--- config.mk ---
export PLATFORM = sky130hd
export DESIGN_NAME = excp_ctrl
export DESIGN_NICKNAME = d
export VERILOG_FILES = /design/src/rtl/excp_ctrl_pkg.sv /design/src/rtl/excp_ctrl_int_sync.sv /design/src/rtl/excp_ctrl.sv
export SDC_FILE = /design/constraint.sdc
export NUM_CORES = 1
export LEC_CHECK = 0
export CELL_PAD_IN_SITES_DETAIL_PLACEMENT = 1
export CELL_PAD_IN_SITES_GLOBAL_PLACEMENT = 2
export CORE_AREA = 2 2 197 199
export CTS_CLUSTER_DIAMETER = 80
export CTS_CLUSTER_SIZE = 10
export DETAILED_ROUTE_END_ITERATION = 8
export DIE_AREA = 0 0 199 201
export MAX_ROUTING_LAYER = met4
export PLACE_DENSITY = 0.78
export REMOVE_ABC_BUFFERS = 1
export SLEW_MARGIN = 40
export SYNTH_ARGS = -nofsm -noshare
export SYNTH_HDL_FRONTEND = slang
export SYNTH_HIERARCHICAL = 1
export SYNTH_SLANG_ARGS = --single-unit
export TNS_END_PERCENT = 5
--- constraint.sdc ---
create_clock -name clk -period 2.3 [get_ports clk]
set_input_delay 0.69 -clock clk [delete_from_list [all_inputs] [get_ports clk]]
set_output_delay 0.69 -clock clk [all_outputs]
set_load 0.03 [all_outputs]
--- src/rtl/excp_ctrl_pkg.sv ---
// Shared types and constants for the exception/interrupt commit controller.
// Holds the exception codes, the CSR state seen by the controller (csr_t), the
// write request it produces (excp_wr_csr_req_t), the bundled WB inputs and the
// controller state enum.
package excp_ctrl_pkg;

  localparam logic [5:0] ECODE_INT  = 6'h00;
  localparam logic [5:0] ECODE_PIL  = 6'h01;
  localparam logic [5:0] ECODE_PIS  = 6'h02;
  localparam logic [5:0] ECODE_PIF  = 6'h03;
  localparam logic [5:0] ECODE_PME  = 6'h04;
  localparam logic [5:0] ECODE_PPI  = 6'h07;
  localparam logic [5:0] ECODE_ADE  = 6'h08;
  localparam logic [5:0] ECODE_ALE  = 6'h09;
  localparam logic [5:0] ECODE_SYS  = 6'h0b;
  localparam logic [5:0] ECODE_BRK  = 6'h0c;
  localparam logic [5:0] ECODE_INE  = 6'h0d;
  localparam logic [5:0] ECODE_IPE  = 6'h0e;
  localparam logic [5:0] ECODE_TLBR = 6'h3f;

  typedef enum logic [1:0] {IDLE, WRITE, DRAIN} excp_state_t;

  typedef struct packed {
    logic [1:0] plv;
    logic       ie;
  } crmd_t;

  typedef struct packed {
    logic [1:0] pplv;
    logic       pie;
  } prmd_t;

  // Interrupt status bits, ordered to line up with ecfg.lie
  typedef struct packed {
    logic       r_ipi;
    logic       r_ti;
    logic [7:0] r_hwi;
    logic [1:0] swi;
  } estat_is_t;

  typedef struct packed {
    logic [14:0] r_esubcode_ecode;
    estat_is_t   is;
  } estat_t;

  typedef struct packed {
    logic [11:0] lie;
  } ecfg_t;

  typedef struct packed {
    crmd_t       crmd;
    prmd_t       prmd;
    estat_t      estat;
    ecfg_t       ecfg;
    logic [31:0] era;
    logic [31:0] badv;
    logic [31:0] eentry;
    logic [31:0] tlbrentry;
  } csr_t;

  typedef struct packed {
    logic        we;
    crmd_t       crmd;
    prmd_t       prmd;
    estat_t      estat;
    logic [31:0] era;
    logic [31:0] badv;
  } excp_wr_csr_req_t;

  typedef struct packed {
    logic        valid;
    logic [31:0] pc;
    logic        excp_valid;
    logic [5:0]  ecode;
    logic [8:0]  esubcode;
    logic        badv_valid;
    logic [31:0] badv;
    logic        ertn;
  } wb_excp_t;

  // An enabled interrupt is pending and global interrupts are on
  function automatic logic irq_pending(csr_t csr);
    return (|(csr.estat.is & csr.ecfg.lie)) & csr.crmd.ie;
  endfunction

endpackage

--- src/rtl/excp_ctrl_int_sync.sv ---
// int_sync: two-flop synchronizer for a bus of asynchronous level signals.
// Ports: clk, rst (synchronous, active high), d (async input), q (synchronized).
// Each bit is synchronized independently; no multi-bit coherency is implied.
module int_sync #(
  parameter int unsigned Width = 8
) (
  input  logic             clk,
  input  logic             rst,
  input  logic [Width-1:0] d,
  output logic [Width-1:0] q
);

  logic [Width-1:0] meta_q;
  logic [Width-1:0] sync_q;

  always_ff @(posedge clk) begin
    if (rst) begin
      meta_q <= '0;
      sync_q <= '0;
    end else begin
      meta_q <= d;
      sync_q <= meta_q;
    end
  end

  assign q = sync_q;

endmodule

--- src/rtl/excp_ctrl.sv ---
// excp_ctrl: exception/interrupt commit controller beside the WB stage.
// Turns a committed exception or ertn into a CSR update request, a pipeline
// flush and a fetch redirect, and keeps ESTAT.IS.r_hwi tracking the
// synchronized hardware interrupt lines. Also produces int_pending for ID.
// Ports:
//   clk, rst            clock, synchronous active-high reset
//   wb_*                WB instruction info (valid, pc, exception, badv, ertn)
//   wb_csr_we           a CSR instruction writes the CSR block this cycle
//   hw_int              asynchronous hardware interrupt lines
//   excp_rd             current CSR state
//   excp_wr_req         registered CSR update request (fields valid with .we)
//   int_pending         registered enabled-interrupt-pending flag
//   flush               kill in-flight instructions
//   redirect_valid/pc   single-cycle fetch redirect
module excp_ctrl
  import excp_ctrl_pkg::*;
#(
  parameter int unsigned DRAIN_CYCLES = 2
) (
  input  logic             clk,
  input  logic             rst,
  input  logic             wb_valid,
  input  logic [31:0]      wb_pc,
  input  logic             wb_excp_valid,
  input  logic [5:0]       wb_ecode,
  input  logic [8:0]       wb_esubcode,
  input  logic             wb_badv_valid,
  input  logic [31:0]      wb_badv,
  input  logic             wb_ertn,
  input  logic             wb_csr_we,
  input  logic [7:0]       hw_int,
  input  csr_t             excp_rd,
  output excp_wr_csr_req_t excp_wr_req,
  output logic             int_pending,
  output logic             flush,
  output logic             redirect_valid,
  output logic [31:0]      redirect_pc
);

  localparam logic [2:0] DrainInit = 3'(DRAIN_CYCLES - 1);

  wb_excp_t         wb;
  logic [7:0]       hwi_sync;
  excp_state_t      state;
  logic [2:0]       drain_cnt;

  logic             commit;
  logic             hwi_update;
  logic             pending;
  estat_is_t        is_next;
  excp_wr_csr_req_t copy_req;
  excp_wr_csr_req_t excp_req;
  excp_wr_csr_req_t ertn_req;
  logic [31:0]      excp_target;

  int_sync #(
    .Width(8)
  ) u_int_sync (
    .clk(clk),
    .rst(rst),
    .d  (hw_int),
    .q  (hwi_sync)
  );

  always_comb begin
    wb = '{valid:      wb_valid,
           pc:         wb_pc,
           excp_valid: wb_excp_valid,
           ecode:      wb_ecode,
           esubcode:   wb_esubcode,
           badv_valid: wb_badv_valid,
           badv:       wb_badv,
           ertn:       wb_ertn};

    commit = wb.valid & (wb.excp_valid | wb.ertn);
    // A CSR instruction owns the write port this cycle; retry the HWI sync later
    hwi_update = (state == IDLE) & ~commit & ~wb_csr_we &
                 (hwi_sync != excp_rd.estat.is.r_hwi);
    pending = irq_pending(excp_rd);

    // Every write refreshes r_hwi and keeps the other IS bits
    is_next       = excp_rd.estat.is;
    is_next.r_hwi = hwi_sync;

    copy_req = '{we:    1'b1,
                 crmd:  excp_rd.crmd,
                 prmd:  excp_rd.prmd,
                 estat: '{r_esubcode_ecode: excp_rd.estat.r_esubcode_ecode, is: is_next},
                 era:   excp_rd.era,
                 badv:  excp_rd.badv};

    excp_req                        = copy_req;
    excp_req.crmd                   = '{plv: 2'd0, ie: 1'b0};
    excp_req.prmd                   = '{pplv: excp_rd.crmd.plv, pie: excp_rd.crmd.ie};
    excp_req.estat.r_esubcode_ecode = {wb.esubcode, wb.ecode};
    excp_req.era                    = wb.pc;
    excp_req.badv                   = wb.badv_valid ? wb.badv : excp_rd.badv;

    ertn_req      = copy_req;
    ertn_req.crmd = '{plv: excp_rd.prmd.pplv, ie: excp_rd.prmd.pie};

    excp_target = (wb.ecode == ECODE_TLBR) ? excp_rd.tlbrentry : excp_rd.eentry;
  end

  always_ff @(posedge clk) begin
    if (rst) begin
      state          <= IDLE;
      drain_cnt      <= '0;
      excp_wr_req    <= '0;
      int_pending    <= 1'b0;
      flush          <= 1'b0;
      redirect_valid <= 1'b0;
      redirect_pc    <= '0;
    end else begin
      excp_wr_req.we <= 1'b0;
      redirect_valid <= 1'b0;
      unique case (state)
        IDLE: begin
          if (commit) begin
            state          <= WRITE;
            flush          <= 1'b1;
            redirect_valid <= 1'b1;
            int_pending    <= 1'b0;
            // Exception wins over ertn when both are flagged
            if (wb.excp_valid) begin
              excp_wr_req <= excp_req;
              redirect_pc <= excp_target;
            end else begin
              excp_wr_req <= ertn_req;
              redirect_pc <= excp_rd.era;
            end
          end else begin
            flush       <= 1'b0;
            int_pending <= pending;
            if (hwi_update) begin
              excp_wr_req <= copy_req;
            end
          end
        end
        WRITE: begin
          if (DRAIN_CYCLES != 0) begin
            state       <= DRAIN;
            drain_cnt   <= DrainInit;
            flush       <= 1'b1;
            int_pending <= 1'b0;
          end else begin
            state       <= IDLE;
            flush       <= 1'b0;
            int_pending <= pending;
          end
        end
        DRAIN: begin
          if (drain_cnt == 3'd0) begin
            state       <= IDLE;
            flush       <= 1'b0;
            int_pending <= pending;
          end else begin
            drain_cnt   <= drain_cnt - 3'd1;
            flush       <= 1'b1;
            int_pending <= 1'b0;
          end
        end
        default: begin
          state       <= IDLE;
          flush       <= 1'b0;
          int_pending <= 1'b0;
        end
      endcase
    end
  end

endmodule

## After elaboration in Yosys (flattened, before gate mapping)

Index checks and enable logic that the tools add are counted.

- Add/subtract/negate cells: 1
- $mul: 0
- Div/mod/pow operators: 0
- Order comparisons: 0
- Equality and inequality tests: 7
- Shift-type cells: 0
- Mux-type cells: 17
- Bitwise gates (word level): 10
- Reduce and logical (&&, ||, !) cells: 10

Operators by type and width:

| cell | number |
|---|---|
| 98-bit 2-to-1 mux | 2 |
| 97-bit 2-to-1 mux | 1 |
| 32-bit 2-to-1 mux | 3 |
| 12-bit bitwise AND | 1 |
| 12-bit OR reduction | 1 |
| 8-bit != test | 1 |
| 2-bit AND reduction | 4 |
| 6-bit == test, second input constant | 1 |
| 2-bit != test, second input constant | 3 |
| 2-bit case mux with 3 select lines | 1 |
| 3-bit case mux with 2 select lines | 1 |
| 1-bit bitwise AND | 5 |
| 1-bit 2-to-1 mux | 4 |
| 2-bit 2-to-1 mux | 2 |
| 2-bit nonzero test | 2 |
| 3-bit logical NOT | 1 |
| 3-bit 2-to-1 mux | 1 |
| 1-bit inverter | 3 |
| 1-bit case mux with 3 select lines | 1 |
| 3-bit by 1-bit subtractor with 3-bit output, second input constant | 1 |
| 2-bit by 1-bit == test with 1-bit output, second input constant | 1 |
| 2-bit == test, second input constant | 1 |
| 2-bit logical NOT | 1 |
| 1-bit case mux with 2 select lines | 1 |
| other kinds (2) | 2 |

- Bits in registers: 154
- Latch bits: 0
- Memory bits (writable): 0
- ROM bits: 0
- Input port bits: 267
- Output and inout port bits: 133
- Word-level logic and storage cells: 65
- Memories kept: 0

## Depth between registers and ports, before layout

Gate-level depths: netlist of run 1.

- Depth in word-level cells: 8
- Mapped depth: 8
- Gate-level depth less buffers: 7

## Modules after synthesis

The synthesis of run 1 kept the hierarchy.

By module, submodules not included:

| module | times used | cells each | area each (um^2) | sequential area each (um^2) |
|---|---|---|---|---|
| excp_ctrl | 1 | 994 | 8508.2 | 2762.6 |
| int_sync | 1 | 33 | 464.2 | 320.3 |

## Worst setup path before layout of run 1

No wires, ideal clock.

- Path type: input-to-reg
- Start: input excp_rd[146] (netlist bit)
- End: register excp_wr_req[29] (netlist bit)
- Library setup time: 0.120 ns
- Arrival time: 2.044 ns
- Required time: 2.180 ns
- Path slack: 0.136 ns
- Stages: 7
- Buffers on the path: 3
- Path through: xnor2_1 -> and4_1 -> clkbuf_1 -> buf_2 -> buf_1 -> a2111oi_2 -> a211o_1

- Word-level cells in the longest chain between the ends: 4

RTL lines:

| what | RTL line | RTL |
|---|---|---|
| start: declaration | excp_ctrl.sv:32 | `input csr_t excp_rd,` |
| 8-bit != test | excp_ctrl.sv:78 | `(hwi_sync != excp_rd.estat.is.r_hwi);` |
| 1-bit bitwise AND | excp_ctrl.sv:77 | `hwi_update = (state == IDLE) & ~commit & ~wb_csr_we &` |
| 2-bit nonzero test (no line) | - |  |
| 2-bit AND reduction (no line) | - |  |
| end signal: assignment | excp_ctrl.sv:126 | `excp_wr_req <= excp_req;` |
| end signal: assignment | excp_ctrl.sv:129 | `excp_wr_req <= ertn_req;` |
| end signal: assignment | excp_ctrl.sv:136 | `excp_wr_req <= copy_req;` |
| end: declaration | excp_ctrl.sv:33 | `output excp_wr_csr_req_t excp_wr_req,` |

Every way passes these cells.
A chain may end at the register's enable or synchronous reset.

## Worst setup path in the final report of run 1

- Start: register excp_wr_req[96] (netlist bit)
- End: output excp_wr_req[96] (netlist bit)

No word-level cell between the ends.

==> flow_summary_export.csv, run 1 <==
group,metric,value,unit
route,drc,0,
finish,final_layout_size_suffix_gt1_share,12.4,%
worst_setup_path,endpoint_kind,"output port",
floorplanning,initial_core_util,23.5,%
clock_tree,cts_root_buffer,"clkbuf_16",
clock_tree,cts_tree,"built",
clock_tree,htree_levels,4,
flow_run,drv_cap,0,
yosys,netlist_top_cells_area,"dfxtp_1 (34%), a211o_1 (6.5%), mux2i_1 (5.7%), o311a_1 (3.9%), clkbuf_1 (3.7%)",
clock_tree,tritoncts_num_sinks,154,
sta,max_slew_margin,59.6,%
sta,hold_slack,0.440,ns
sta,finalCritPeriodShare,97.6,%
worst_setup_path,path_delay_family,"buffers and inverters",
yosys,postSynthAreaPerCell,8.74,um2
yosys,synth_largest_type_area_fraction,34.4,%
route,drt_iter0_drc,373,
yosys,synth-edff-count,0,
global_routing,grt_pass1_wl,63900,um
worst_setup_path,critical_path.cell_chain,"clkdlybuf4s50_1",
clock_tree,cts_setup_buffers,0,
clock_tree,clk_pin_slew_worst_paths,0.06,ns
yosys,synth_largest_area_cell,"dfxtp_1",
power_and_ir_drop,total_leakage_power,6.01,nW
global_routing,grt_overflow_total,0,
sta,rsz_0062_raised_after_global_routing,"no",
finish,design.final.nets,1686,
worst_hold_path,min-delay-path-class,"flop to flop",
route,detail_route.vias_per_cell,5.23,
sta,final_max_slew_viol_count,0,
finish,mostFrequentLayoutCell,"clkdlybuf4s50_1",
global_routing,grt_antenna_before_repair,2,
global_routing,grt.total_usage,21.4,%
sta,hold_viol_final,0,
finish,syn2layout_area_growth,66.7,%
power_and_ir_drop,irDropWorstVdd,0.000485,V
finish,final_core_utilization,39.3,%
yosys,seq_area_frac_synth,34.4,%
worst_setup_path,slowest_stage_cell_crit_path,"clkdlybuf4s50_1",
worst_setup_path,setup.worst_path.class,"flop to output port",
floorplanning,die_height,201,um
yosys,netlist_instances,1027,
floorplanning,io-pin-count,400,
sta,finalWorstSetupSlack,0.0563,ns
sta,timing.final.crit_period,2.24,ns
yosys,synth.cell_area,8970,um2
yosys,netlist-cell-type-count,50,
placed_design,place.port_buffers,399,
clock_tree,cts-buffers-inserted,17,
route,vias,10200,
yosys,ys.flop_type,"dfxtp_1",
yosys,ys.warnings.count,6,
sta,setup-tns-final,0,ns
yosys,async_flop_share,0,%
route,drt_wl_total,42300,um
placed_design,hpwl,30800,um
clock_tree,clk_latency,0.44,ns
clock_tree,clockBufferDepth,2,
sta,maximum_clock_frequency,446,MHz
global_routing,via_count_of_the_first_global_routing_pass,10500,
worst_setup_path,path_buf_inv,1,
floorplanning,die_area,40000,um2
placed_design,preCtsSetupSlack,-0.368,ns
placed_design,gp_congestion,0.779,
worst_setup_path,timing.critical_path.from_type,"flop",
route,avgRoutedWirePerCell,21.7,um
floorplanning,placeableCoreArea,38100,um2
sta,tightest_slew,0.606,ns
power_and_ir_drop,total_power_per_unit_cell_area,606,nW/um2
worst_setup_path,critPathRequiredTime,1.61,ns
worst_setup_path,timing.critical_path.arrival,1.55,ns
finish,final_cell_mix,"clkdlybuf4s50_1 (397), dfxtp_1 (154), buf_4 (68), nor2_1 (67), a211o_1 (67)",
global_routing,largest_net_degree_at_the_start_of_global_routing,69,
route,first_pass_iters,5,
route,final_antenna_net_count,0,
worst_setup_path,critPathMaxStageDelay,0.75,ns
sta,finalSetupViolCount,0,
floorplanning,floorplan.die.width,199,um
sta,fin_worst_skew,0.00771,ns
status,result_of_the_run,"finished clean",
yosys,seq_cells_post_synth,154,
floorplanning,row_count,72,
worst_setup_path,critical_path.max_fanout,3,
-- power breakdown --
group / switching (mW) / internal, mW / total [mW] / leakage, nW
Combinational: 1.47 / 1.35 / 2.82 / 4.42
Clock: 1.23 / 1.98 / 3.21 / 0.321
Sequential: 0.135 / 2.91 / 3.04 / 1.27
-- cell type report --
| class | instances | area (um2) |
|---|---|---|
| well taps | 518 | 648 |
| repair buffers | 503 | 5220 |
| flip-flops and latches | 154 | 3080 |
| multi-input cells | 730 | 5310 |
| diodes | 1 | 2.50 |
| clock buffers | 20 | 457 |
| fillers | 4343 | 23100 |
| clock inverters | 11 | 191 |
| inverters | 11 | 43.8 |
-- kinds of logic (layout without fill, tap and decap cells) --
group                    Yosys count  count (layout)  synth area share (%)
AO/OA/AOI/OAI                    381             381                  35.2
XOR/XNOR                           8               8                 0.781
adder cells (fa/ha/maj)            2               2                 0.279
buffers and inverters            143             545                  7.03
flip-flops                       154             154                  34.4
multiplexers                      51              51                  5.69
other                              0               1                     0
AND/OR/NAND/NOR                  288             288                  16.7
-- flip-flops by register name (all words and copies together), names as in the netlist --
register and flops:
int_pending 1, flush 1, excp_wr_req 98, state 2
u_int_sync/meta_q 8, u_int_sync/q 8, drain_cnt 3, redirect_pc 32
redirect_valid 1
-- cells in the mapped netlist, types with 16 or more instances --
library cell,number
nand3_1,46
clkbuf_1,89
and3_1,33
buf_2,24
mux2i_1,51
dfxtp_1,154
o41ai_1,32
o21bai_1,32
nand2_1,53
a2111oi_1,17
a211o_1,67
a2111oi_0,21
nor2_1,69
o311a_1,35
nor2b_1,16
a211oi_1,35
o22ai_1,34
a21oi_1,39
-- metrics by stage --
step | instance area [um2] | power (mW) | instances
6_report | 15000 | 9.07 | 1948
3_3_place_gp | 14300 | 5.90 | 1916
4_1_cts | 15000 | 9.19 | 1947
5_1_grt | 15000 | 9.47 | 1948
2_1_floorplan | 8380 | 4.29 | 895
3_5_place_dp | 14300 | 5.93 | 1916
-- path summary, 6_finish.rpt --
path	startpoint	endpoint	slack [ns]	depth (start not counted)
max	excp_wr_req[96]	excp_wr_req[96]	0.06	1
min	u_int_sync/meta_q[3]	u_int_sync/q[3]	0.44	1
max reg2reg	state[0]	excp_wr_req[16]	0.33	5
min reg2reg	u_int_sync/meta_q[3]	u_int_sync/q[3]	0.44	1
-- what timing repair did --
| item | in CTS | in global routing |
|---|---|---|
| setup endpoints to repair | 0 | 1 |
| hold buffers | 0 | 0 |
| gates resized for setup | 0 | 1 |
-- layer usage --
layer	part of all wire, %	GRT usage (%)	up-vias
li1	-	-	4841
met1	42	25.1	5015
met2	49	36.3	295
met3	7.1	5.61	29
met4	1.4	4.98	0
met5	0	-	-
(Power assumes the default switching activity.)
==> run 2, diff against run 1 <==
- ABC_CLOCK_PERIOD_IN_PS: default -> 2100
- SLEW_MARGIN: 40 -> 20
- clock period: 2.3 -> 2.1 ns (I/O delays scaled with it)
==> flow_summary_export.csv, run 2 (synthesized netlist as in run 1, its figures left out) <==
group,metric,value,unit
worst_hold_path,min-delay-start,"u_int_sync/meta_q[6]",
sta,finalSetupViolCount,0,
route,avgRoutedWirePerCell,21.5,um
global_routing,grt.total_usage,21.8,%
finish,fillerInstances,4419,
finish,syn2layout_area_growth,68.8,%
finish,design.final.nets,1711,
route,drc,0,
worst_hold_path,hold_depth,1,
finish,final_layout_size_suffix_gt1_share,15.9,%
global_routing,via_count_of_the_first_global_routing_pass,11100,
sta,fin_worst_skew,0.00856,ns
route,first_pass_iters,4,
sta,setup-tns-final,0,ns
global_routing,largest_net_degree_at_the_start_of_global_routing,71,
finish,largest_register_ffs,98,
worst_setup_path,critPathMaxStageDelay,0.45,ns
worst_setup_path,critical_path.max_fanout,13,
worst_setup_path,critPathRequiredTime,2.41,ns
power_and_ir_drop,total_leakage_power,6.66,nW
worst_setup_path,r2r_slack,0.26,ns
sta,final_max_slew_viol_count,0,
placed_design,gp_congestion,0.785,
power_and_ir_drop,total_power_per_unit_cell_area,635,nW/um2
worst_setup_path,setup.worst_path.class,"input port to flop",
sta,finalCritPeriodShare,98.3,%
worst_setup_path,slowest_stage_cell_crit_path,"clkdlybuf4s50_1",
clock_tree,cts_root_buffer,"clkbuf_16",
worst_hold_path,min_delay_worst_endpoint,"u_int_sync/q[6]",
sta,timing.final.crit_period,2.06,ns
power_and_ir_drop,power.switching,3.19,mW
worst_setup_path,reg2reg_depth,5,
finish,final_cell_mix,"clkdlybuf4s50_1 (262), dfxtp_1 (154), dlygate4sd2_1 (130), buf_4 (91)",
route,final_antenna_net_count,0,
floorplanning,die_height,201,um
global_routing,grt_pass1_wl,65500,um
global_routing,grt_antenna_before_repair,5,
finish,top_register,"excp_wr_req",
worst_setup_path,timing.critical_path.arrival,2.38,ns
floorplanning,io-pin-count,400,
placed_design,hpwl,31200,um
sta,maximum_clock_frequency,484,MHz
power_and_ir_drop,power_frac_comb,31.3,%
floorplanning,die_area,40000,um2
clock_tree,htree_levels,4,
sta,hold_viol_final,0,
floorplanning,initial_core_util,23.5,%
route,drt_wl_total,42600,um
power_and_ir_drop,share_clk_of_total_power,34.2,%
finish,final_core_utilization,39.7,%
worst_hold_path,min-delay-path-class,"flop to flop",
floorplanning,placeableCoreArea,38100,um2
worst_setup_path,endpoint_kind,"flop",
clock_tree,clk_latency,0.45,ns
finish,largest_registers,"excp_wr_req (98), redirect_pc (32)",
status,result_of_the_run,"finished clean",
power_and_ir_drop,irDropWorstVdd,0.000516,V
worst_setup_path,timing.critical_path.from_type,"input port",
route,vias,10400,
worst_setup_path,r2r-start,"state[1]",
power_and_ir_drop,sw_frac_of_total,33.2,%
worst_setup_path,r2r_end,"excp_wr_req[79]",
floorplanning,floorplan.die.width,199,um
sta,hold_slack,0.443,ns
finish,layoutNonFillerInstCount,1977,
placed_design,numPlacedInstances,1940,
route,drt_iter0_drc,434,
clock_tree,cts-buffers-inserted,17,
route,detail_route.vias_per_cell,5.25,
power_and_ir_drop,internal_power,6.42,mW
worst_setup_path,critical_path.cell_chain,"clkdlybuf4s50_1 > xnor2_1 > and4_4 > a21oi_4 > buf_12 > a2111oi_0",
sta,rsz_0062_raised_after_global_routing,"yes",
clock_tree,clk_pin_slew_worst_paths,0.07,ns
finish,mostFrequentLayoutCell,"clkdlybuf4s50_1",
global_routing,grt_overflow_total,0,
sta,tightest_slew,0.606,ns
clock_tree,post_cts_hold_buffer_count,0,
power_and_ir_drop,share_seq_of_total_power,34.5,%
flow_run,drv_cap,0,
placed_design,place.port_buffers,399,
clock_tree,cts_tree,"built",
sta,max_slew_margin,59.6,%
floorplanning,row_count,72,
clock_tree,tritoncts_num_sinks,154,
clock_tree,clockBufferDepth,2,
## run 2: cell count changes in the layout (fill, tap and decap cells not counted), moves of 7 or more
| cell | change |
|---|---|
| buf_4 | +23 |
| a2111oi_0 | -7 |
| dlygate4sd2_1 | +130 |
| a2111oi_2 | +17 |
| clkdlybuf4s50_1 | -135 |
| a2111oi_1 | -11 |
## run 2: worst max path at each step
stage,startpoint,end,slack (ns),cells after the start
6_report,excp_rd[142],excp_wr_req[94],0.04,6
5_1_grt,excp_rd[149],excp_wr_req[80],-0.06,8
4_1_cts,redirect_pc[27],redirect_pc[27],0.002,1
3_5_place_dp,excp_rd[144],excp_wr_req[94],-0.55,6
3_3_place_gp,excp_rd[144],excp_wr_req[85],-0.50,6
2_1_floorplan,wb_excp_valid,excp_wr_req[64],-3.38,4
## run 2: final cells by class
| cell class | count | area, um2 | area share (%) |
|---|---|---|---|
| antenna | 4 | 10.0 | 0.0661 |
| sequential | 154 | 3080 | 20.4 |
| tap | 518 | 648 | 4.28 |
| clock inverter | 14 | 171 | 1.13 |
| inverter | 11 | 43.8 | 0.289 |
| multi-input combinational | 730 | 5490 | 36.2 |
| timing repair buffer | 528 | 5280 | 34.8 |
| clock buffer | 18 | 429 | 2.83 |
## run 2: stage by stage
| stage | cell area [um2] | total power, mW | setup slack [ns] |
|---|---|---|---|
| after floorplan | 8380 | 4.70 | -3.38 |
| after global placement | 14500 | 6.48 | -0.497 |
| after detailed placement | 14500 | 6.53 | -0.554 |
| after CTS | 15000 | 9.72 | 0.00181 |
| after global routing | 15100 | 10.1 | -0.0576 |
| final | 15100 | 9.62 | 0.0353 |
## run 2: repair_timing
item,4_1_cts,5_1_grt
setup endpoints to repair,137,66
gates resized for setup,135,40
pin swaps,1,2
setup buffers,1,0
endpoints found under the hold margin,0,0
## run 2: critical path, delay by kind of cell
kind                   cells  cell delay (ns)
XOR/XNOR                   1             0.23
buffers and inverters      2             0.61
AND/OR/NAND/NOR            1             0.37
AO/OA/AOI/OAI              2             0.53
## run 2: routing by layer
layer  GRT usage, %  wire (um)
met5              -          0
met3           5.51       2750
met4           6.21        801
met2           36.8      21000
met1           25.5      18100
## run 2: power by group through the flow
| stage | Sequential, mW | Clock, mW | Combinational (mW) |
|---|---|---|---|
| after floorplan | 3.85 | 0 | 0.853 |
| after global placement | 3.39 | 0 | 3.10 |
| after detailed placement | 3.39 | 0 | 3.14 |
| after CTS | 3.32 | 3.40 | 3.00 |
| after global routing | 3.35 | 3.50 | 3.22 |
| final | 3.32 | 3.28 | 3.01 |
